--- src/rtl/fifo_req_sched.sv ---
// rtl/fifo_req_sched.sv - request scheduler between a producer/consumer pair and a FIFO pointer controller
// Optional flag-consistency checker enabled by macro FIFO_REQ_SCHED_CHK_EN.
module fifo_req_sched #(
   parameter int addresswidth = 5
) (
   input  logic                  clk,
   input  logic                  rst,
   input  logic                  push_req,
   input  logic                  pop_req,
   input  logic                  emp,
   input  logic                  full,
   input  logic                  wr_en,
   input  logic                  rd_en,
   output logic                  wr,
   output logic                  rd,
   output logic                  push_ack,
   output logic                  pop_ack,
   output logic [addresswidth:0] occ,
   output logic [7:0]            deny_cnt,
   output logic                  err
);

   localparam logic [addresswidth:0] OCC_MAX = {1'b1, {addresswidth{1'b0}}};
   localparam logic [addresswidth:0] OCC_ONE = {{addresswidth{1'b0}}, 1'b1};

   typedef enum logic [1:0] {
      S_IDLE  = 2'd0,
      S_ISSUE = 2'd1,
      S_RESP  = 2'd2
   } state_t;

   state_t               r_state;
   state_t               w_state_nxt;

   logic                 r_wr;
   logic                 r_rd;
   logic                 r_push_ack;
   logic                 r_pop_ack;
   logic [addresswidth:0] r_occ;
   logic [7:0]           r_deny_cnt;
   logic                 r_op_rd;      // direction of the transfer in flight (1 = read)
   logic                 r_last_rd;    // direction of the last accepted transfer (1 = read)

   logic                 w_push_elig;
   logic                 w_pop_elig;
   logic                 w_issue_wr;
   logic                 w_issue_rd;
   logic                 w_flag;
   logic                 w_accept;
   logic                 w_refuse;
   logic                 w_wr_nxt;
   logic                 w_rd_nxt;
   logic                 w_push_ack_nxt;
   logic                 w_pop_ack_nxt;

   assign w_push_elig = push_req & ~full;
   assign w_pop_elig  = pop_req & ~emp;

   // When both directions are eligible, serve the one not served last;
   // r_last_rd resets to 1 so that write wins the first contest.
   assign w_issue_wr  = w_push_elig & (~w_pop_elig | r_last_rd);
   assign w_issue_rd  = w_pop_elig & (~w_push_elig | ~r_last_rd);

   // The controller answers through the flag matching the in-flight direction.
   assign w_flag      = r_op_rd ? rd_en : wr_en;
   assign w_accept    = (r_state == S_RESP) & w_flag;
   assign w_refuse    = (r_state == S_RESP) & ~w_flag;

   // State register.
   always_ff @(posedge clk or posedge rst) begin
      if (rst) begin
         r_state <= S_IDLE;
      end else begin
         r_state <= w_state_nxt;
      end
   end

   // Next-state: IDLE waits for an eligible request, ISSUE and RESP each last one cycle.
   always_comb begin
      w_state_nxt = r_state;
      case (r_state)
         S_IDLE:  if (w_issue_wr | w_issue_rd) w_state_nxt = S_ISSUE;
         S_ISSUE: w_state_nxt = S_RESP;
         S_RESP:  w_state_nxt = S_IDLE;
         default: w_state_nxt = S_IDLE;
      endcase
   end

   // Output decode: next values of the registered request and ack strobes.
   always_comb begin
      w_wr_nxt       = 1'b0;
      w_rd_nxt       = 1'b0;
      w_push_ack_nxt = 1'b0;
      w_pop_ack_nxt  = 1'b0;
      case (r_state)
         S_IDLE: begin
            w_wr_nxt = w_issue_wr;
            w_rd_nxt = w_issue_rd;
         end
         S_RESP: begin
            w_push_ack_nxt = w_accept & ~r_op_rd;
            w_pop_ack_nxt  = w_accept & r_op_rd;
         end
         default: begin
            w_wr_nxt = 1'b0;
         end
      endcase
   end

   // Registered request/ack strobes, so each is high for exactly one cycle.
   always_ff @(posedge clk or posedge rst) begin
      if (rst) begin
         r_wr       <= 1'b0;
         r_rd       <= 1'b0;
         r_push_ack <= 1'b0;
         r_pop_ack  <= 1'b0;
      end else begin
         r_wr       <= w_wr_nxt;
         r_rd       <= w_rd_nxt;
         r_push_ack <= w_push_ack_nxt;
         r_pop_ack  <= w_pop_ack_nxt;
      end
   end

   // Track the in-flight direction and the last accepted direction.
   always_ff @(posedge clk or posedge rst) begin
      if (rst) begin
         r_op_rd   <= 1'b0;
         r_last_rd <= 1'b1;
      end else begin
         if ((r_state == S_IDLE) && (w_issue_wr || w_issue_rd)) begin
            r_op_rd <= w_issue_rd;
         end
         if (w_accept) begin
            r_last_rd <= r_op_rd;
         end
      end
   end

   // Shadow occupancy, clamped at both ends instead of wrapping.
   always_ff @(posedge clk or posedge rst) begin
      if (rst) begin
         r_occ <= '0;
      end else if (w_accept) begin
         if (!r_op_rd && (r_occ != OCC_MAX)) begin
            r_occ <= r_occ + OCC_ONE;
         end else if (r_op_rd && (r_occ != '0)) begin
            r_occ <= r_occ - OCC_ONE;
         end
      end
   end

   // Saturating count of refused transfers.
   always_ff @(posedge clk or posedge rst) begin
      if (rst) begin
         r_deny_cnt <= 8'd0;
      end else if (w_refuse && (r_deny_cnt != 8'hFF)) begin
         r_deny_cnt <= r_deny_cnt + 8'd1;
      end
   end

`ifdef FIFO_REQ_SCHED_CHK_EN
   logic r_err;
   logic w_chk_bad;

   // Controller flags must agree with the shadow count whenever we are idle.
   assign w_chk_bad = (r_state == S_IDLE) &&
                      ((emp && (r_occ != '0)) || (full && (r_occ != OCC_MAX)) || (emp && full));

   // Sticky error, cleared only by reset.
   always_ff @(posedge clk or posedge rst) begin
      if (rst) begin
         r_err <= 1'b0;
      end else if (w_chk_bad) begin
         r_err <= 1'b1;
      end
   end

   assign err = r_err;
`else
   assign err = 1'b0;
`endif

   assign wr       = r_wr;
   assign rd       = r_rd;
   assign push_ack = r_push_ack;
   assign pop_ack  = r_pop_ack;
   assign occ      = r_occ;
   assign deny_cnt = r_deny_cnt;

endmodule

--- config.mk ---
export PLATFORM = sky130hd
export DESIGN_NAME = fifo_req_sched
export DESIGN_NICKNAME = d
export VERILOG_FILES = /design/src/rtl/fifo_req_sched.sv
export SDC_FILE = /design/constraint.sdc
export NUM_CORES = 1
export LEC_CHECK = 0
export CAP_MARGIN = 20
export CORE_MARGIN = 5
export CORE_UTILIZATION = 52
export DETAILED_ROUTE_END_ITERATION = 12
export GPL_ROUTABILITY_DRIVEN = 1
export PLACE_DENSITY = 0.83
export SLEW_MARGIN = 30
export SYNTH_ARGS = -nofsm -noshare
export SYNTH_HDL_FRONTEND = slang
export SYNTH_SLANG_ARGS = --single-unit
--- constraint.sdc ---
create_clock -name clk -period 5.05 [get_ports clk]
set_input_delay 1.01 -clock clk [delete_from_list [all_inputs] [get_ports clk]]
set_output_delay 1.01 -clock clk [all_outputs]
set_load 0.02 [all_outputs]
==> out/results.tsv <==
metric	value	unit
nFillCells	166	
startpoint	occ[2]$_DFFE_PP0P_	
multiInputGateArea	569	um2
hpwl	1.67	mm
rr_endpoint	occ[5]$_DFFE_PP0P_	
outcome	finished clean	
final_antenna_net_count	0	
layout.cells.most_common	clkdlybuf4s50_1	
crit_type	reg -> reg	
h-tree-depth	1	
post_cts_buffers	0	
vias	823	
worst_pin_slew	0.798	ns
cpPeakStageDelay	0.56	ns
drive_gt1_share	11.8	%
max_cap_violations	0	
power_density	613	mW/mm2
final.setup.worst_slack	2.27	ns
critPathTopFamily	simple AND/OR/NAND/NOR gates	
pre_cts_ws	2.27	ns
dpl_cell_area	0.00143	mm2
viasPerCell	5.31	
cts-root-buf	clkbuf_4	
min_path_type	reg -> reg	
final-hold-violation-count	0	
antenna_found_initial	0	
crit_path_cell_trace	or4_4 > nor3b_2 > or2_2 > ha_1 > a211oi_1 > o21bai_1 > a211o_1 > a31oi_1 > a31oi_1	
syn-num-nets	113	
fin_nets	142	
syn_avg_cell_area	11.6	um2
gp_congestion	0.795	
die_x	57.0	um
fin_cells	155	
relSlewSlack	46.8	%
slew_viol_final	0	
synth_cell_types	35	
final_area	0.00148	mm2
min_period	2.78	ns
cp_num_buf_inv	0	
rr_worst_depth	9	
die-area	0.00325	mm2
dp_cells	151	
cp.arrival	2.97	ns
grt_first_pass_wirelength	3.53	mm
seq_area	552	um2
fin_total_pwr	0.905	mW
syn-instance-count	99	
wl_per_cell	13.9	um
tns	0	ns
rsz0062_at_grt	no	
coreArea	0.00215	mm2
tritoncts	yes	
setup_viol	0	
syn_to_final_growth	28.8	%
cts.clk_slew.worst_paths	0.13	ns
path_depth	9	
worst_setup_path_end_kind	flip-flop	
initial_utilization	53.4	%
cp_max_fo	5	
max_freq	359	MHz
cts.sinks	22	
critPathLaunchType	flip-flop	
port_buffers	25	
skew	0.00410	ns
r2r-start	occ[2]$_DFFE_PP0P_	
fp.dieH	57.0	um
peakVddDrop	0.379	mV
wirelength	2.15	mm
grt_util_all_layers	13.5	%
cts_buffers	3	
gr-total-overflow	0	
ys_seq_elements	22	
reg2reg_setup_slack	2.27	ns
post_cts_resized	0	
synth.cell_area	0.00115	mm2
worstPathRequired	5.24	ns
drtIter0Drc	2	
leakagePower	0.659	nW
period_share	55.1	%
seq_area_frac_synth	48.1	%
grt_pass1_vias	838	
rows	17	
clkLatencyLatePin	0.30	ns
grt_max_degree	23	
drc	0	
dr.pass1.iters	2	
hold_buffers	0	
timing.critical_path.mode_cell	a31oi_1	
endpoint	occ[5]$_DFFE_PP0P_	
yosysWarnings	0	
cpMaxStageDelayCell	or4_4	
mostFrequentLayoutCells	clkdlybuf4s50_1 (25), dfrtp_1 (21), xnor2_1 (9)	
diodes	0	
cts_buffer_depth	2	
io_pins	27	
## per-layer routing
layer	vias to the layer above	global-route usage [%]	share of wire (%)
met5	-	0	0
met4	0	2.98	0
met3	0	2.71	4.4
met2	15	24.3	51
met1	401	16.5	45
li1	407	-	-
## per-stage QoR
step                      hold slack [ns]  util, %
after floorplan                     0.460        -
after global placement              0.485     66.3
after detailed placement            0.500     66.3
after global routing                0.540     68.8
after CTS                           0.526     68.8
final                               0.515     68.8
## power breakdown
part	total, mW	internal (mW)	switching, mW
combinational	0.465	0.240	0.226
clock	0.136	0.0801	0.0562
sequential	0.304	0.231	0.0729
total	0.905	0.551	0.355
## cell families (layout without fill, tap and decap cells)
kind of cell | count (synthesis) | count (layout) | synth area share [%]
and+or+nand+nor | 28 | 28 | 14.7
xor gates and xnor gates | 12 | 12 | 9.16
buffers and inverters | 6 | 34 | 2.29
other | 1 | 1 | 0.327
AOI/OAI and AO/OA | 20 | 20 | 13.3
adders and majority gates | 6 | 6 | 7.20
DFF | 22 | 22 | 48.1
muxes | 4 | 4 | 4.91
## worst min-delay path by stage
stage | to | from | slack, ns | cells past startpoint
after floorplan | r_state[1]$_DFFE_PP0P_ | r_state[1]$_DFFE_PP0P_ | 0.46 | 1
after global placement | deny_cnt[4]$_DFFE_PP0P_ | deny_cnt[4]$_DFFE_PP0P_ | 0.48 | 1
after detailed placement | deny_cnt[4]$_DFFE_PP0P_ | deny_cnt[4]$_DFFE_PP0P_ | 0.50 | 1
after CTS | deny_cnt[4]$_DFFE_PP0P_ | deny_cnt[4]$_DFFE_PP0P_ | 0.53 | 1
after global routing | r_state[0]$_DFFE_PP0P_ | r_state[0]$_DFFE_PP0P_ | 0.54 | 1
final | deny_cnt[4]$_DFFE_PP0P_ | deny_cnt[4]$_DFFE_PP0P_ | 0.51 | 1
## cells in the mapped netlist
cell type	number	area [um2]
a211o_1	1	8.76
a211oi_1	2	15.0
a21o_1	2	15.0
a21oi_1	4	20.0
a311oi_4	1	26.3
a31oi_1	2	12.5
and3_1	2	12.5
and3_4	1	11.3
and4_1	1	8.76
buf_4	1	7.51
conb_1	1	3.75
dfrtp_1	21	526
dfstp_2	1	26.3
fa_1	1	20.0
ha_1	5	62.6
inv_1	5	18.8
mux2_2	1	11.3
mux2_4	3	45.0
nand2_1	5	18.8
nand2b_1	2	12.5
nand3_1	1	5.00
nand4_1	3	18.8
nor2_1	4	15.0
nor2b_1	3	18.8
nor3_1	1	5.00
nor3b_2	1	12.5
nor4_1	2	12.5
o211ai_1	1	7.51
o21ai_0	4	20.0
o21bai_1	2	15.0
o22ai_2	1	12.5
or2_2	1	6.26
or4_4	1	11.3
xnor2_1	9	78.8
xor2_1	3	26.3
## registers in the layout, indices dropped and copies added, names as in the netlist
name	count
rd	1
occ	6
push_ack	1
pop_ack	1
r_op_rd	1
wr	1
r_state	2
deny_cnt	8
r_last_rd	1
## area by class of cell
type                       instances  area share, %
clock buffer                       3           1.52
clock inverter                     1           2.03
inverter                           5           1.27
multi-input combinational         71           38.5
sequential                        22           37.3
tap                               28           2.37
timing repair buffer              25           16.9
Note: power is estimated with default switching activity, not from simulation.
